--- config.mk ---
export PLATFORM = sky130hd
export DESIGN_NAME = mux4_rr_collector
export DESIGN_NICKNAME = d
export VERILOG_FILES = /design/src/rtl/mux4_pkg.sv /design/src/rtl/rr_arbiter4.sv /design/src/rtl/mux4_rr_collector.sv
export SDC_FILE = /design/constraint.sdc
export NUM_CORES = 1
export LEC_CHECK = 0
export CAP_MARGIN = 10
export CORE_MARGIN = 1.5
export CORE_UTILIZATION = 35
export CTS_BUF_LIST = sky130_fd_sc_hd__clkbuf_4
export CTS_CLUSTER_SIZE = 8
export DETAILED_ROUTE_END_ITERATION = 16
export PLACE_DENSITY = 0.81
export REMOVE_ABC_BUFFERS = 1
export SYNTH_ARGS = -nofsm -noshare
export SYNTH_HDL_FRONTEND = slang
export SYNTH_SLANG_ARGS = --single-unit
--- constraint.sdc ---
create_clock -name clk -period 3 [get_ports clk]
set_input_delay 0.45 -clock clk [delete_from_list [all_inputs] [get_ports clk]]
set_output_delay 0.45 -clock clk [all_outputs]
set_load 0.005 [all_outputs]
--- src/rtl/mux4_pkg.sv ---
// Shared channel constants and index type for the 4:1 collector and its matching 1:4 demux.
// Channel indices wrap modulo NUM_CH because the index type is exactly CH_W bits wide.
package mux4_pkg;

   localparam int NUM_CH = 4;
   localparam int CH_W   = 2;

   typedef logic [CH_W-1:0] ch_idx_t;

   localparam ch_idx_t CH0       = 2'd0;
   localparam ch_idx_t CH1       = 2'd1;
   localparam ch_idx_t CH2       = 2'd2;
   localparam ch_idx_t CH3       = 2'd3;
   localparam ch_idx_t RESET_PTR = CH3;

   // Channel reached by stepping 'step' positions past 'base'; wraps through CH_W-bit arithmetic.
   function automatic ch_idx_t ch_after(input ch_idx_t base, input int unsigned step);
      return base + ch_idx_t'(step);
   endfunction

endpackage

--- src/rtl/rr_arbiter4.sv ---
// Combinational round-robin arbiter over four requests.
// Search order is last+1, last+2, last+3, last, so the most recent winner has lowest priority.
module rr_arbiter4
   import mux4_pkg::*;
(
   input  logic [NUM_CH-1:0] req,
   input  ch_idx_t           last,
   input  logic              en,
   output logic [NUM_CH-1:0] gnt,
   output ch_idx_t           gnt_idx,
   output logic              gnt_any
);

   ch_idx_t cand;
   logic    found;

   always_comb begin
      cand    = last;
      found   = 1'b0;
      gnt_idx = last;
      for (int k = 1; k <= NUM_CH; k++) begin
         cand = ch_after(last, k);
         if (!found && req[cand]) begin
            found   = 1'b1;
            gnt_idx = cand;
         end
      end
      // A winner is still computed when disabled, but nothing is granted.
      gnt_any = found & en;
      gnt     = NUM_CH'(gnt_any) << gnt_idx;
   end

endmodule

--- src/rtl/mux4_rr_collector.sv ---
// Four-to-one valid/ready collector with round-robin arbitration and one output register stage.
// Each output word carries its source channel index on out_sel.
module mux4_rr_collector
   import mux4_pkg::*;
#(
   parameter int WIDTH = 8
)
(
   input  logic              clk,
   input  logic              rst_n,
   input  logic [WIDTH-1:0]  in0,
   input  logic [WIDTH-1:0]  in1,
   input  logic [WIDTH-1:0]  in2,
   input  logic [WIDTH-1:0]  in3,
   input  logic [NUM_CH-1:0] valid_in,
   output logic [NUM_CH-1:0] ready_in,
   output logic [WIDTH-1:0]  out,
   output logic [CH_W-1:0]   out_sel,
   output logic              out_valid,
   input  logic              out_ready
);

   logic [WIDTH-1:0]  ch_data [NUM_CH];
   logic [NUM_CH-1:0] gnt;
   ch_idx_t           gnt_idx;
   logic              gnt_any;
   logic              load_en;

   logic [WIDTH-1:0]  out_q, out_d;
   ch_idx_t           out_sel_q, out_sel_d;
   logic              out_valid_q, out_valid_d;
   ch_idx_t           last_q, last_d;

   assign ch_data[0] = in0;
   assign ch_data[1] = in1;
   assign ch_data[2] = in2;
   assign ch_data[3] = in3;

   // The register can take a word when empty or when its current word drains this cycle.
   assign load_en = !out_valid_q | out_ready;

   rr_arbiter4 u_arb (
      .req     (valid_in),
      .last    (last_q),
      .en      (load_en & rst_n),
      .gnt     (gnt),
      .gnt_idx (gnt_idx),
      .gnt_any (gnt_any)
   );

   for (genvar gi = 0; gi < NUM_CH; gi++) begin : g_ready
      assign ready_in[gi] = gnt[gi] & rst_n;
   end

   always_comb begin
      out_d       = out_q;
      out_sel_d   = out_sel_q;
      out_valid_d = out_valid_q;
      last_d      = last_q;
      if (gnt_any) begin
         out_d       = ch_data[gnt_idx];
         out_sel_d   = gnt_idx;
         out_valid_d = 1'b1;
         last_d      = gnt_idx;
      end else if (out_ready) begin
         out_valid_d = 1'b0;
      end
   end

   always_ff @(posedge clk) begin
      if (!rst_n) begin
         out_q       <= '0;
         out_sel_q   <= CH0;
         out_valid_q <= 1'b0;
         last_q      <= RESET_PTR;
      end else begin
         out_q       <= out_d;
         out_sel_q   <= out_sel_d;
         out_valid_q <= out_valid_d;
         last_q      <= last_d;
      end
   end

   assign out       = out_q;
   assign out_sel   = out_sel_q;
   assign out_valid = out_valid_q;

endmodule

==> metrics.md <==
| Metric | Value |
|---|---|
| Adder-Cell Fraction of Synth Area | `0%` |
| GRT Overall Usage | `23.08%` |
| Setup TNS | `0 ns` |
| Dpl hpwl | `2.363 mm` |
| Num ports | `54` |
| Critical path capture point type | `output port` |
| Fillers | `230` |
| Core Region | `2477 sq um` |
| Critical Path RT | `2.55 ns` |
| Drt first pass iters | `4` |
| # Post-CTS Setup Buffers | `0` |
| Pins over their slew limit | `0` |
| Initial drt markers | `28` |
| Synth Area in XOR/XNOR | `0%` |
| Mux contribution to synthesized area | `9.809%` |
| Max Cap Violations | `0` |
| Initial antenna violation count | `0` |
| GRT overflow | `0` |
| Clock skew | `0.007764 ns` |
| Pwr Total | `0.6118 mW` |
| Slew HR | `71.22%` |
| Tcrit/Tclk final | `96.89%` |
| CTS buffer count | `3` |
| Layout cells sized above 1 | `19.02%` |
| Die H | `54.23 microns` |
| Die width | `54.23 microns` |
| YS warnings | `0` |
| Rows | `18` |
| Area grow syn2layout | `68.53%` |
| Mapped Cells | `103` |
| Vias per cell | `5.518` |
| Vias in the first global route | `1048` |
| Footprint of the multi-input gates | `610.6 sq um` |
| RSZ-0062 raised after global routing | `false` |
| Via Count | `1065` |
| CTS tree | `built` |
| Max frequency | `344.0 MHz` |
| Maximum fanout along the worst path | `5` |
| Sequential area share after synthesis | `28.34%` |
| Cell variety after synth | `28` |
| GP Congestion | `0.7893` |
| Port-buffer cells | `53` |
| Synthesized area | `918.4 sq um` |
| Maximum VDD drop | `0.2273 mV` |
| Largest family of logic cells by synthesized area | `compound AO/OA/AOI/OAI gates` |
| Clk slew on worst S/H paths | `0.08 ns` |
| ANT cells | `0` |
| DR WL/cell | `15.31 microns` |
| Register area | `260.3 sq um` |
| Drc violations | `0` |
| Latest clock arrival within the worst-skew pair | `0.29 ns` |
| Post-Synth Simple-Gate Area | `22.48%` |
| Critical path class | `in -> out` |
| Pwr dens | `395.3 nW/um^2` |
| Crit path arrival time | `2.46 ns` |
| Status | `completed` |
| FF-to-FF setup slack | `1.29 ns` |
| Hold-fix buffers at CTS | `0` |
| Syn_area_per_cell | `8.916 sq um` |
| Final net count | `203` |
| Final WL | `2.954 mm` |
| Leakage | `0.6374 nW` |
| Largest net degree at the start of global routing | `11` |
| Die area | `2940 sq um` |
| Nature of the critical path startpoint | `input pin` |
| Initial Utilization | `37.07%` |
| First-pass GRT wire length | `4.719 mm` |
| Clock buffer depth | `2` |
| Slew at the pin with the worst max-slew slack | `0.4317 ns` |
| CTS HTree Levels | `1` |
| Hold Path Class | `reg -> reg` |
| Final Critical Period | `2.907 ns` |
| Synth Area in Compound Gates | `34.20%` |
| Final hold viol count | `0` |
| Clock Root Buffer | `clkbuf_4` |
| #FFs+latches synth | `13` |
| Clock sinks | `13` |
| Final ANT Viol Nets | `0` |
| Final Setup Violations | `0` |
| Post-CTS Resized | `0` |
[cells by family after synthesis]
family,after synthesis
muxes,9
and+or+nand+nor,37
AOI/OAI and AO/OA,36
DFF,13
buffers and inverters,8
[worst max-delay path: stages]
cell	delay, ns
clkdlybuf4s50_1	0.53
nor4_1	0.10
nor2b_1	0.35
nand4_1	0.33
nor2_1	0.17
clkdlybuf4s50_1	0.53
[flip-flops by register name (all words and copies together) (netlist names)]
name	flops
out	8
out_sel	2
last_q	2
out_valid	1
[cells in the final DEF (no fill, tap or decap), drive strengths merged]
| cell type | n |
|---|---|
| clkdlybuf4s50 | 53 |
| nand4 | 9 |
| nand2 | 10 |
| a21o | 2 |
| o211ai | 9 |
| o21a | 1 |
| o21ai | 3 |
| nand2b | 3 |
| clkbuf | 4 |
| nor3 | 1 |
| nand3b | 1 |
| nand3 | 1 |
| nor2b | 4 |
| dfxtp | 13 |
| mux2i | 9 |
| nor4 | 1 |
| a21bo | 8 |
| and2 | 3 |
| a21boi | 2 |
| buf | 10 |
| nor2 | 4 |
| inv | 1 |
| o31ai | 8 |
| a21oi | 3 |
[final timing paths]
check | depth (start not counted) | start | end
worst max-delay path | 6 | valid_in[1] | ready_in[0]
worst max register to register | 6 | last_q[0] | out[0]
worst min-delay path | 1 | out_sel[1] | out_sel[1]
worst min register to register | 1 | out_sel[1] | out_sel[1]
[synth_stat cells]
cell type / number / area (sq um)
nor4_1: 1 / 6.260
nand2b_1: 3 / 18.77
o21a_1: 1 / 7.510
mux2i_1: 9 / 90.09
a21oi_1: 2 / 10.01
nand3_1: 1 / 5.000
clkbuf_1: 3 / 11.26
o211ai_2: 7 / 87.58
a21oi_2: 1 / 8.760
a21bo_2: 8 / 80.08
nand3b_1: 1 / 7.510
nor2b_1: 4 / 25.02
inv_1: 1 / 3.750
nor3_4: 1 / 16.27
nor2_1: 4 / 15.01
dfxtp_1: 13 / 260.3
a21o_1: 2 / 15.01
a21boi_1: 1 / 7.510
o211ai_1: 2 / 15.01
a21boi_0: 1 / 7.510
o21ai_1: 1 / 5.000
buf_6: 2 / 22.52
nand4_1: 9 / 56.30
o31ai_1: 8 / 60.06
nand2_1: 10 / 37.54
o21ai_0: 2 / 10.01
and2_1: 3 / 18.77
buf_2: 2 / 10.01
[layout make-up]
cell class | count | share of cell area, %
Inverter | 1 | 0.2425
Clock buffer | 4 | 1.940
Timing Repair Buffer | 63 | 39.13
Sequential cell | 13 | 16.81
Tap cell | 30 | 2.425
Multi-Input combinational cell | 82 | 39.45
[stage by stage]
stage / std cells / area, sq um / setup WS (ns) / utilization (%) / hold WS (ns)
6_report: 193 / 1548 / 0.09339 / 62.47 / 0.4720
5_1_grt: 193 / 1548 / 0.01203 / 62.47 / 0.4987
3_3_place_gp: 189 / 1518 / 0.1856 / 61.26 / 0.4390
3_5_place_dp: 189 / 1518 / 0.1223 / 61.26 / 0.4456
4_1_cts: 193 / 1548 / 0.1217 / 62.47 / 0.4762
2_1_floorplan: 96 / 874.6 / 1.008 / - / 0.4511
[metal layers]
layer / up-vias / GRT usage [%] / part of all wire [%]
li1: 510 / - / -
met1: 499 / 26.04 / 40
met2: 48 / 41.57 / 52
met3: 8 / 3.279 / 5.9
met4: 0 / 12.08 / 2.4
met5: - / 0 / 0
[power by group]
group	switching (mW)	total (mW)	internal, mW
combinational	0.108	0.271	0.162
clock	0.0658	0.127	0.0608
sequential	0.0163	0.214	0.198
(Power assumes the default switching activity.)
